==> src/rtl/shared_data_stream_encoder_m_if.sv <==
// AXI4-Lite host port of the shared-data stream encoder.
// Parameter AW sets the address width.
// Modport m is the host (master) side; modport s is the encoder (slave) side.
// Signals: the aw/w/b write channels and the ar/r read channels.
// The data path is 32 bits wide with a 4-bit byte strobe.
interface axi4_lite_if #(
  parameter int AW = 12
) ();
  logic [AW-1:0] awaddr;
  logic          awvalid;
  logic          awready;
  logic [31:0]   wdata;
  logic [3:0]    wstrb;
  logic          wvalid;
  logic          wready;
  logic [1:0]    bresp;
  logic          bvalid;
  logic          bready;
  logic [AW-1:0] araddr;
  logic          arvalid;
  logic          arready;
  logic [31:0]   rdata;
  logic [1:0]    rresp;
  logic          rvalid;
  logic          rready;

  modport m (
    output awaddr, awvalid, wdata, wstrb, wvalid, bready, araddr, arvalid, rready,
    input  awready, wready, bresp, bvalid, arready, rdata, rresp, rvalid
  );

  modport s (
    input  awaddr, awvalid, wdata, wstrb, wvalid, bready, araddr, arvalid, rready,
    output awready, wready, bresp, bvalid, arready, rdata, rresp, rvalid
  );
endinterface

==> src/rtl/shared_data_stream_encoder_m.sv <==
// Transmit end of the shared-data serial link.
//
// The host fills a staging buffer of 32-bit words over AXI4-Lite. A doorbell write
// then launches one frame:
//   K 0x5C, segment byte, N*4 data bytes (word 0 first, LSB first), K 0x3C,
//   checksum high byte, checksum low byte.
// The checksum starts at 0xFFFF. The segment byte and every data byte are subtracted from it.
//
// Ports
//   clk, rst           clock; synchronous active-high reset
//   shared_data_in_i   AXI4-Lite slave; buffer at 0..BUF_WORDS*4-1; doorbell at CTRL_ADDR
//   tx_ena_in          byte-slot strobe; one symbol per asserted cycle
//   tx_data_out        TX byte, registered; 0 outside symbol cycles
//   tx_isk_out         TX byte is a K-character
//   busy_out           a frame has been launched and is not yet fully sent
//
// Optional build macro SHARED_DATA_ENCODER_STATUS_RD_EN
//   When defined, AXI reads return buffer words and the {frame_cnt, busy} status.
//   When undefined, every read is answered with 0 and SLVERR.
//
// State table
//   state        | meaning
//   IDLE         | no frame; doorbell accepted here
//   SEND_START   | next slot carries K 0x5C
//   SEND_ADDR    | next slot carries the segment byte
//   SEND_DATA    | next slot carries data byte byte_idx of word word_idx
//   SEND_STOP    | next slot carries K 0x3C
//   SEND_CHKSUM  | next slot carries checksum high byte, then low byte
module shared_data_stream_encoder_m #(
  parameter int            BUF_WORDS = 16,
  parameter int            AW        = 12,
  parameter logic [AW-1:0] CTRL_ADDR = 12'h800
) (
  input  logic       clk,
  input  logic       rst,
  axi4_lite_if.s     shared_data_in_i,
  input  logic       tx_ena_in,
  output logic [7:0] tx_data_out,
  output logic       tx_isk_out,
  output logic       busy_out
);

  localparam int IDXW = (BUF_WORDS > 1) ? $clog2(BUF_WORDS) : 1;
  localparam int NW   = $clog2(BUF_WORDS + 1);

  localparam logic [1:0] RESP_OKAY   = 2'b00;
  localparam logic [1:0] RESP_SLVERR = 2'b10;
  localparam logic [7:0] K_START     = 8'h5C;
  localparam logic [7:0] K_STOP      = 8'h3C;
  localparam logic [7:0] SEG_RSVD    = 8'hFF;

  typedef enum logic [2:0] {
    IDLE,
    SEND_START,
    SEND_ADDR,
    SEND_DATA,
    SEND_STOP,
    SEND_CHKSUM
  } state_t;

  state_t          state;
  logic [31:0]     buf_mem [BUF_WORDS];
  logic [7:0]      seg_q;
  logic [NW-1:0]   n_q;
  logic [IDXW-1:0] word_idx;
  logic [1:0]      byte_idx;
  logic            chk_lo;
  logic [15:0]     chk_q;
  logic [15:0]     frame_cnt;

  // Write decode. Only the word address is used; awaddr[1:0] is ignored.
  logic            wr_fire;
  logic            aw_is_buf;
  logic            aw_is_ctrl;
  logic [IDXW-1:0] aw_idx;
  logic [7:0]      db_seg;
  logic [7:0]      db_n;
  logic            db_fields_ok;
  logic            buf_we;
  logic            db_ok;

  assign wr_fire      = shared_data_in_i.awready & shared_data_in_i.awvalid & shared_data_in_i.wvalid;
  assign aw_is_buf    = shared_data_in_i.awaddr[AW-1:2] < (AW-2)'(BUF_WORDS);
  assign aw_is_ctrl   = shared_data_in_i.awaddr[AW-1:2] == CTRL_ADDR[AW-1:2];
  assign aw_idx       = shared_data_in_i.awaddr[IDXW+1:2];
  assign db_seg       = shared_data_in_i.wdata[7:0];
  assign db_n         = shared_data_in_i.wdata[15:8];
  assign db_fields_ok = (db_n != 8'd0) && (db_n <= 8'(BUF_WORDS)) && (db_seg != SEG_RSVD);
  assign buf_we       = wr_fire && aw_is_buf && !busy_out;
  assign db_ok        = wr_fire && aw_is_ctrl && !busy_out && db_fields_ok;

  // Current data byte of the frame.
  logic [31:0] cur_word;
  logic [7:0]  cur_byte;
  logic        last_word;

  assign cur_word  = buf_mem[word_idx];
  assign cur_byte  = cur_word[{byte_idx, 3'b000} +: 8];
  assign last_word = (NW'(word_idx) == (n_q - NW'(1)));

  // Read path
  logic        rd_fire;
  logic [31:0] rd_data_nxt;
  logic [1:0]  rd_resp_nxt;
  logic        unused_bits;

  assign rd_fire = shared_data_in_i.arready & shared_data_in_i.arvalid;

`ifdef SHARED_DATA_ENCODER_STATUS_RD_EN
  always_comb begin
    rd_data_nxt = '0;
    rd_resp_nxt = RESP_SLVERR;
    if (shared_data_in_i.araddr[AW-1:2] < (AW-2)'(BUF_WORDS)) begin
      rd_data_nxt = buf_mem[shared_data_in_i.araddr[IDXW+1:2]];
      rd_resp_nxt = RESP_OKAY;
    end else if (shared_data_in_i.araddr[AW-1:2] == CTRL_ADDR[AW-1:2]) begin
      rd_data_nxt = {frame_cnt, 15'b0, busy_out};
      rd_resp_nxt = RESP_OKAY;
    end
  end
  assign unused_bits = ^{shared_data_in_i.awaddr[1:0], shared_data_in_i.araddr[1:0]};
`else
  assign rd_data_nxt = '0;
  assign rd_resp_nxt = RESP_SLVERR;
  assign unused_bits = ^{shared_data_in_i.awaddr[1:0], shared_data_in_i.araddr};
`endif

  // The staging buffer has no reset. Writes are blocked while a frame is in flight,
  // so the frame always sees a stable snapshot of the buffer.
  always_ff @(posedge clk) begin
    if (buf_we) begin
      for (int b = 0; b < 4; b++) begin
        if (shared_data_in_i.wstrb[b]) begin
          buf_mem[aw_idx][8*b +: 8] <= shared_data_in_i.wdata[8*b +: 8];
        end
      end
    end
  end

  always_ff @(posedge clk) begin
    if (rst) begin
      state                    <= IDLE;
      tx_data_out              <= 8'h00;
      tx_isk_out               <= 1'b0;
      busy_out                 <= 1'b0;
      seg_q                    <= 8'h00;
      n_q                      <= '0;
      word_idx                 <= '0;
      byte_idx                 <= 2'd0;
      chk_lo                   <= 1'b0;
      chk_q                    <= 16'hFFFF;
      frame_cnt                <= 16'h0000;
      shared_data_in_i.awready <= 1'b0;
      shared_data_in_i.wready  <= 1'b0;
      shared_data_in_i.bvalid  <= 1'b0;
      shared_data_in_i.bresp   <= RESP_OKAY;
      shared_data_in_i.arready <= 1'b0;
      shared_data_in_i.rvalid  <= 1'b0;
      shared_data_in_i.rdata   <= 32'h0;
      shared_data_in_i.rresp   <= RESP_OKAY;
    end else begin
      // Write channel: ready pulses once per transaction.
      // The !awready term stops a second pulse before bvalid rises.
      shared_data_in_i.awready <= 1'b0;
      shared_data_in_i.wready  <= 1'b0;
      if (shared_data_in_i.awvalid && shared_data_in_i.wvalid &&
          !shared_data_in_i.bvalid && !shared_data_in_i.awready) begin
        shared_data_in_i.awready <= 1'b1;
        shared_data_in_i.wready  <= 1'b1;
      end
      if (wr_fire) begin
        shared_data_in_i.bvalid <= 1'b1;
        shared_data_in_i.bresp  <= (buf_we || db_ok) ? RESP_OKAY : RESP_SLVERR;
      end else if (shared_data_in_i.bvalid && shared_data_in_i.bready) begin
        shared_data_in_i.bvalid <= 1'b0;
      end

      // Read channel
      shared_data_in_i.arready <= 1'b0;
      if (shared_data_in_i.arvalid && !shared_data_in_i.rvalid && !shared_data_in_i.arready) begin
        shared_data_in_i.arready <= 1'b1;
      end
      if (rd_fire) begin
        shared_data_in_i.rvalid <= 1'b1;
        shared_data_in_i.rdata  <= rd_data_nxt;
        shared_data_in_i.rresp  <= rd_resp_nxt;
      end else if (shared_data_in_i.rvalid && shared_data_in_i.rready) begin
        shared_data_in_i.rvalid <= 1'b0;
      end

      // TX FSM: the outputs carry a symbol only in the cycle after a tx_ena_in slot.
      tx_data_out <= 8'h00;
      tx_isk_out  <= 1'b0;
      case (state)
        IDLE: begin
          if (db_ok) begin
            seg_q    <= db_seg;
            n_q      <= db_n[NW-1:0];
            chk_q    <= 16'hFFFF - {8'h00, db_seg};
            busy_out <= 1'b1;
            state    <= SEND_START;
          end
        end
        SEND_START: begin
          if (tx_ena_in) begin
            tx_data_out <= K_START;
            tx_isk_out  <= 1'b1;
            state       <= SEND_ADDR;
          end
        end
        SEND_ADDR: begin
          if (tx_ena_in) begin
            tx_data_out <= seg_q;
            word_idx    <= '0;
            byte_idx    <= 2'd0;
            state       <= SEND_DATA;
          end
        end
        SEND_DATA: begin
          if (tx_ena_in) begin
            tx_data_out <= cur_byte;
            chk_q       <= chk_q - {8'h00, cur_byte};
            byte_idx    <= byte_idx + 2'd1;
            if (byte_idx == 2'd3) begin
              if (last_word) begin
                state <= SEND_STOP;
              end else begin
                word_idx <= word_idx + 1'b1;
              end
            end
          end
        end
        SEND_STOP: begin
          if (tx_ena_in) begin
            tx_data_out <= K_STOP;
            tx_isk_out  <= 1'b1;
            chk_lo      <= 1'b0;
            state       <= SEND_CHKSUM;
          end
        end
        SEND_CHKSUM: begin
          if (tx_ena_in) begin
            if (!chk_lo) begin
              tx_data_out <= chk_q[15:8];
              chk_lo      <= 1'b1;
            end else begin
              tx_data_out <= chk_q[7:0];
              chk_lo      <= 1'b0;
              busy_out    <= 1'b0;
              frame_cnt   <= frame_cnt + 16'd1;
              state       <= IDLE;
            end
          end
        end
        default: state <= IDLE;
      endcase
    end
  end

endmodule

==> src/flat_wrapper.sv <==
// flat-port wrapper written by rule: the top's interface ports become plain ports
module shared_data_stream_encoder_m_flat 
#(
  parameter int            BUF_WORDS = 16,
  parameter int            AW        = 12,
  parameter logic [AW-1:0] CTRL_ADDR = 12'h800
)
  (clk, rst, tx_ena_in, tx_data_out, tx_isk_out, busy_out, shared_data_in_i_awaddr, shared_data_in_i_awvalid, shared_data_in_i_wdata, shared_data_in_i_wstrb, shared_data_in_i_wvalid, shared_data_in_i_bready, shared_data_in_i_araddr, shared_data_in_i_arvalid, shared_data_in_i_rready, shared_data_in_i_awready, shared_data_in_i_wready, shared_data_in_i_bresp, shared_data_in_i_bvalid, shared_data_in_i_arready, shared_data_in_i_rdata, shared_data_in_i_rresp, shared_data_in_i_rvalid);
  axi4_lite_if #(.AW(AW)) shared_data_in_i_i ();
  input  logic clk;
  input  logic rst;
  input  logic tx_ena_in;
  output logic [7:0] tx_data_out;
  output logic tx_isk_out;
  output logic busy_out;
  input wire logic [$bits(shared_data_in_i_i.awaddr)-1:0] shared_data_in_i_awaddr;
  input wire logic [$bits(shared_data_in_i_i.awvalid)-1:0] shared_data_in_i_awvalid;
  input wire logic [$bits(shared_data_in_i_i.wdata)-1:0] shared_data_in_i_wdata;
  input wire logic [$bits(shared_data_in_i_i.wstrb)-1:0] shared_data_in_i_wstrb;
  input wire logic [$bits(shared_data_in_i_i.wvalid)-1:0] shared_data_in_i_wvalid;
  input wire logic [$bits(shared_data_in_i_i.bready)-1:0] shared_data_in_i_bready;
  input wire logic [$bits(shared_data_in_i_i.araddr)-1:0] shared_data_in_i_araddr;
  input wire logic [$bits(shared_data_in_i_i.arvalid)-1:0] shared_data_in_i_arvalid;
  input wire logic [$bits(shared_data_in_i_i.rready)-1:0] shared_data_in_i_rready;
  output wire logic [$bits(shared_data_in_i_i.awready)-1:0] shared_data_in_i_awready;
  output wire logic [$bits(shared_data_in_i_i.wready)-1:0] shared_data_in_i_wready;
  output wire logic [$bits(shared_data_in_i_i.bresp)-1:0] shared_data_in_i_bresp;
  output wire logic [$bits(shared_data_in_i_i.bvalid)-1:0] shared_data_in_i_bvalid;
  output wire logic [$bits(shared_data_in_i_i.arready)-1:0] shared_data_in_i_arready;
  output wire logic [$bits(shared_data_in_i_i.rdata)-1:0] shared_data_in_i_rdata;
  output wire logic [$bits(shared_data_in_i_i.rresp)-1:0] shared_data_in_i_rresp;
  output wire logic [$bits(shared_data_in_i_i.rvalid)-1:0] shared_data_in_i_rvalid;
  assign shared_data_in_i_i.awaddr = shared_data_in_i_awaddr;
  assign shared_data_in_i_i.awvalid = shared_data_in_i_awvalid;
  assign shared_data_in_i_i.wdata = shared_data_in_i_wdata;
  assign shared_data_in_i_i.wstrb = shared_data_in_i_wstrb;
  assign shared_data_in_i_i.wvalid = shared_data_in_i_wvalid;
  assign shared_data_in_i_i.bready = shared_data_in_i_bready;
  assign shared_data_in_i_i.araddr = shared_data_in_i_araddr;
  assign shared_data_in_i_i.arvalid = shared_data_in_i_arvalid;
  assign shared_data_in_i_i.rready = shared_data_in_i_rready;
  assign shared_data_in_i_awready = shared_data_in_i_i.awready;
  assign shared_data_in_i_wready = shared_data_in_i_i.wready;
  assign shared_data_in_i_bresp = shared_data_in_i_i.bresp;
  assign shared_data_in_i_bvalid = shared_data_in_i_i.bvalid;
  assign shared_data_in_i_arready = shared_data_in_i_i.arready;
  assign shared_data_in_i_rdata = shared_data_in_i_i.rdata;
  assign shared_data_in_i_rresp = shared_data_in_i_i.rresp;
  assign shared_data_in_i_rvalid = shared_data_in_i_i.rvalid;
  shared_data_stream_encoder_m #(.BUF_WORDS(BUF_WORDS), .AW(AW), .CTRL_ADDR(CTRL_ADDR)) u_core (.clk(clk), .rst(rst), .shared_data_in_i(shared_data_in_i_i), .tx_ena_in(tx_ena_in), .tx_data_out(tx_data_out), .tx_isk_out(tx_isk_out), .busy_out(busy_out));
endmodule
==> config.mk <==
export PLATFORM = sky130hd
export DESIGN_NAME = shared_data_stream_encoder_m_flat
export DESIGN_NICKNAME = d
export VERILOG_FILES = /design/src/rtl/shared_data_stream_encoder_m_if.sv /design/src/rtl/shared_data_stream_encoder_m.sv /design/src/flat_wrapper.sv
export SDC_FILE = /design/constraint.sdc
export NUM_CORES = 1
export LEC_CHECK = 0
export CAP_MARGIN = 20
export CELL_PAD_IN_SITES_DETAIL_PLACEMENT = 1
export CELL_PAD_IN_SITES_GLOBAL_PLACEMENT = 2
export CORE_ASPECT_RATIO = 1.2
export CORE_MARGIN = 8
export CORE_UTILIZATION = 45
export CTS_CLUSTER_DIAMETER = 150
export DETAILED_ROUTE_END_ITERATION = 6
export GPL_ROUTABILITY_DRIVEN = 0
export PLACE_DENSITY_LB_ADDON = 0.1
export RECOVER_POWER = 100
export SLEW_MARGIN = 20
export SYNTH_ARGS = -nofsm -noshare
export SYNTH_HDL_FRONTEND = slang
export SYNTH_SLANG_ARGS = --single-unit
==> constraint.sdc <==
create_clock -name clk -period 4.8 [get_ports clk]
set_clock_uncertainty 0.1 [all_clocks]
set_input_delay 0.72 -clock clk [delete_from_list [all_inputs] [get_ports clk]]
set_output_delay 0.72 -clock clk [all_outputs]
set_load 0.01 [all_outputs]
==> flow_metrics.env, run 1 <==
export IMPL_cts_hold_repair_buffers=0
export IMPL_synth_ff_latch_count=571
export IMPL_final_cell_area_um2=27200
export IMPL_max_stage_delay_ns=0.81
export IMPL_p_int_w=0.00829
export IMPL_slew_viol_final=43
export IMPL_groute_usage_overall_pct=21.1
export IMPL_grt_max_degree=43
export IMPL_p_seq_share_pct=51.4
export IMPL_pre_cts_ws_ns=0.192
export IMPL_synthAdderAreaFrac_pct=0.722
export IMPL_muxShareOfSynthArea_pct=13.9
export IMPL_routedWlPerCell_um=26.8
export IMPL_rsz0062_at_grt="false"
export IMPL_yosysWarnings=0
export IMPL_synthTopCellsByArea="edfxtp_1 (65%), mux4_2 (10%), dfxtp_1 (5.0%), mux2i_1 (3.4%), nor2_1 (1.7%)"
export IMPL_cts_sinks=571
export IMPL_p_comb_share_pct=7.6
export IMPL_multi_input_area_um2=6450
export IMPL_syn_cell_area_um2=23600
export IMPL_status="complete, but fails checks"
export IMPL_relSlewSlack_pct=-36.1
export IMPL_cts_buffers_inserted=58
export IMPL_irDropWorstVdd_uv=279
export IMPL_ys_seq_area_share_pct=70.2
export IMPL_netlist_top_cells_count="edfxtp_1 (512), mux4_2 (105), nor2_1 (105)"
export IMPL_synthCells=1409
export IMPL_fin_crit_ns=4.52
export IMPL_grt_pass1_wl_um=92600
export IMPL_tns_ns=0
export IMPL_crit_fanout=22
export IMPL_grt_pass1_vias=13895
export IMPL_dr_pass1_iters=5
export IMPL_worst_setup_path_type="reg2reg"
export IMPL_core_area_um2=52100
export IMPL_vias_per_cell=5.53
export IMPL_overflow=0
export IMPL_synth_top_family_by_area="multiplexers"
export IMPL_synth_compound_area_share_pct=5.15
export IMPL_areaGrowthSynthToFinish_pct=15.4
export IMPL_hold_path_class="reg2reg"
export IMPL_dpl_hpwl_um=43600
export IMPL_routed_wl_um=63000
export IMPL_fin_crit_sh_pct=94.2
export IMPL_yosysTopAreaCellShare_pct=65.2
export IMPL_max_slew_worst_pin_slew_ns=2.04
export IMPL_finalSetupViolCount=0
export IMPL_syn_avg_cell_area_um2=16.7
export IMPL_async_flop_share_pct=0
export IMPL_synth_simple_area_share_pct=6.38
export IMPL_ios=119
export IMPL_p_clk_share_pct=40.9
export IMPL_fillers=4940
export IMPL_worstSetupStartpointType="flip-flop"
export IMPL_fmax_mhz=221
export IMPL_drcViolationCount=0
export IMPL_hold_viol_final=0
export IMPL_numPortBuffers=70
export IMPL_insertion_delay_ns=0.62
export IMPL_cts_root_buf="clkbuf_16"
export IMPL_layout_drive_gt1_share_pct=15.9
export IMPL_synth_xor_area_share_pct=0.706
export IMPL_setup_ws_ns=0.279
export IMPL_p_leak_nw=8.40
export IMPL_drtIter0Drc=821
export IMPL_synth_top_flop_cell="edfxtp_1"
export IMPL_max_clock_path_buffers=3
export IMPL_dieArea_um2=60000
export IMPL_dpl_cell_area_um2=25700
export IMPL_crit_required_ns=5.17
export IMPL_seqCellArea_um2=16600
export IMPL_die_height_um=267
export IMPL_yosysTopAreaCell="edfxtp_1"
export IMPL_critPathArrivalTime_ns=4.89
export IMPL_worst_path_most_repeated_cell="a21oi_1"
export IMPL_crit_chain="buf_4 > mux4_2 > mux2i_1 > a2111oi_0 > a21oi_1 > ha_1 > a21o_1 > a21oi_1 > o211ai_1 > a221oi_1 > and3_1 > o21ai_0"
export IMPL_switchingPower_w=0.00239
export IMPL_rows=92
export IMPL_grt_antenna_before_repair=0
export IMPL_die_w_um=225
export IMPL_violations="capacitance limit, slew limit"
export IMPL_synth_most_common_cell="edfxtp_1"
export IMPL_power_density_nw_per_um2=392
export IMPL_htree_num_levels=2
export IMPL_path_clk_slew_ns=0.06
export IMPL_maxCapViolations=1
export IMPL_power_share_switching_pct=22.4
export IMPL_synth_edf_count=512
export IMPL_ys_types=74
export IMPL_ant_nets=0
export IMPL_finalPower_w=0.0107
export IMPL_nNetsFinal=1681
export IMPL_cpMaxStageDelayCell="a2111oi_0"
export IMPL_whs_ns=0.342
export IMPL_cts_tree="yes"
export IMPL_via_count=12988
export IMPL_start_util_pct=45.2
export IMPL_diodes=0
export IMPL_cp_end_kind="flip-flop"
[layout by cell type (no fill, tap or decap), types with 5 or more instances in the layout]
cell	Yosys	routed
o21ai_0	22	23
ha_1	12	12
nor4_1	7	7
mux2i_1	80	80
xnor2_1	10	10
a21oi_1	46	46
clkbuf_16	0	59
clkinv_1	0	12
nand4_1	9	9
bufinv_16	0	5
nor2b_1	25	25
nor3_1	13	13
dfxtp_1	59	55
edfxtp_1	512	512
a221oi_1	6	6
o211ai_1	10	11
nor2_1	105	105
clkdlybuf4s50_1	0	19
buf_4	49	47
clkbuf_1	22	93
a211oi_1	15	15
dlygate4sd3_1	0	51
and3_1	5	5
clkinv_2	0	6
nand3b_1	5	5
conb_1	1	34
a22o_1	6	6
inv_1	12	12
nand2b_1	10	10
xor2_1	9	9
mux2_2	11	11
a22oi_1	16	16
mux4_2	105	105
nand3_1	28	28
nand2_1	84	84
o21a_1	9	9
[what timing repair did]
item / CTS / global route
endpoints found under the setup margin: 0 / 1
resized for setup: 0 / 1
setup buffers: 0 / 0
[routing by layer]
metal | vias up | wire length, um | track usage, %
li1 | 5882 | - | -
met1 | 6751 | 25500 | 26.1
met2 | 261 | 33300 | 37.8
met3 | 94 | 2300 | 2.80
met4 | 0 | 1900 | 6.90
met5 | - | 0 | 0
[stage by stage]
step | util [%] | instances
finish | 52.2 | 2348
global route | 52.2 | 2348
CTS | 52.8 | 2348
detailed placement | 49.3 | 2245
global placement | 49.3 | 2245
floorplan | - | 1442
[path summary, 6_finish.rpt]
kind / depth (start not counted) / to / slack, ns / startpoint
max: 12 / u_core.chk_q[12] / 0.28 / flip-flop
min: 1 / u_core.shared_data_in_i.arready / 0.34 / u_core.shared_data_in_i.rvalid
max reg2reg: 12 / u_core.chk_q[12] / 0.28 / flip-flop
min reg2reg: 1 / u_core.shared_data_in_i.arready / 0.34 / u_core.shared_data_in_i.rvalid
[power by group through the flow]
stage	combinational, W	clock [W]	sequential [W]
detailed placement	0.000844	0	0.00560
global placement	0.000832	0	0.00560
floorplan	0.000560	0	0.00554
global route	0.000888	0.00464	0.00549
finish	0.000816	0.00437	0.00549
CTS	0.000848	0.00447	0.00549
[sequential cells by signal (all words and copies together) (netlist names), named ones only]
signal                           flops
u_core.shared_data_in_i.bresp        1
u_core.byte_idx                      2
u_core.chk_lo                        1
u_core.buf_mem                     512
u_core.state                         3
u_core.tx_data_out                   8
u_core.shared_data_in_i.rresp        1
u_core.seg_q                         8
u_core.tx_isk_out                    1
u_core.shared_data_in_i.rvalid       1
u_core.word_idx                      4
u_core.shared_data_in_i.awready      1
u_core.shared_data_in_i.arready      1
u_core.shared_data_in_i.bvalid       1
u_core.n_q                           5
u_core.busy_out                      1
u_core.chk_q                        16
[critical path, delay by kind of cell (launching register included)]
kind                     cells  cell delay [ns]
buffers and inverters        1             0.43
AND/OR/NAND/NOR              1             0.21
AO/OA/AOI/OAI                7             2.18
flip-flops                   1             0.64
multiplexers                 2             0.41
adder cells (fa/ha/maj)      1             0.39
[cell families (layout without fill, tap and decap cells)]
group	Yosys count	after routing
AO/OA/AOI/OAI	175	175
other	1	34
AND/OR/NAND/NOR	316	316
buffers and inverters	118	319
adder cells (fa/ha/maj)	13	13
flip-flops	571	571
multiplexers	196	196
XOR/XNOR	19	19
[cell type report]
cell class / instances / share of cell area, %
timing repair buffer: 204 / 5.34
multi-input combinational: 753 / 23.7
clock buffer: 71 / 5.59
inverter: 12 / 0.166
tap: 705 / 3.24
clock inverter: 32 / 1.09
sequential: 571 / 60.9
No activity file was read; power rests on OpenSTA's default activity.
==> inputs of run 2 (changes only) <==
--- a/config.mk
+++ b/config.mk
@@ -14,6 +14,7 @@
 export CTS_CLUSTER_DIAMETER = 150
 export DETAILED_ROUTE_END_ITERATION = 6
 export GPL_ROUTABILITY_DRIVEN = 0
+export HOLD_SLACK_MARGIN = 0.03
 export PLACE_DENSITY_LB_ADDON = 0.1
 export RECOVER_POWER = 100
 export SLEW_MARGIN = 20
==> results of run 2 <==
Final layout, timing and power as in run 1 (identical DEF).
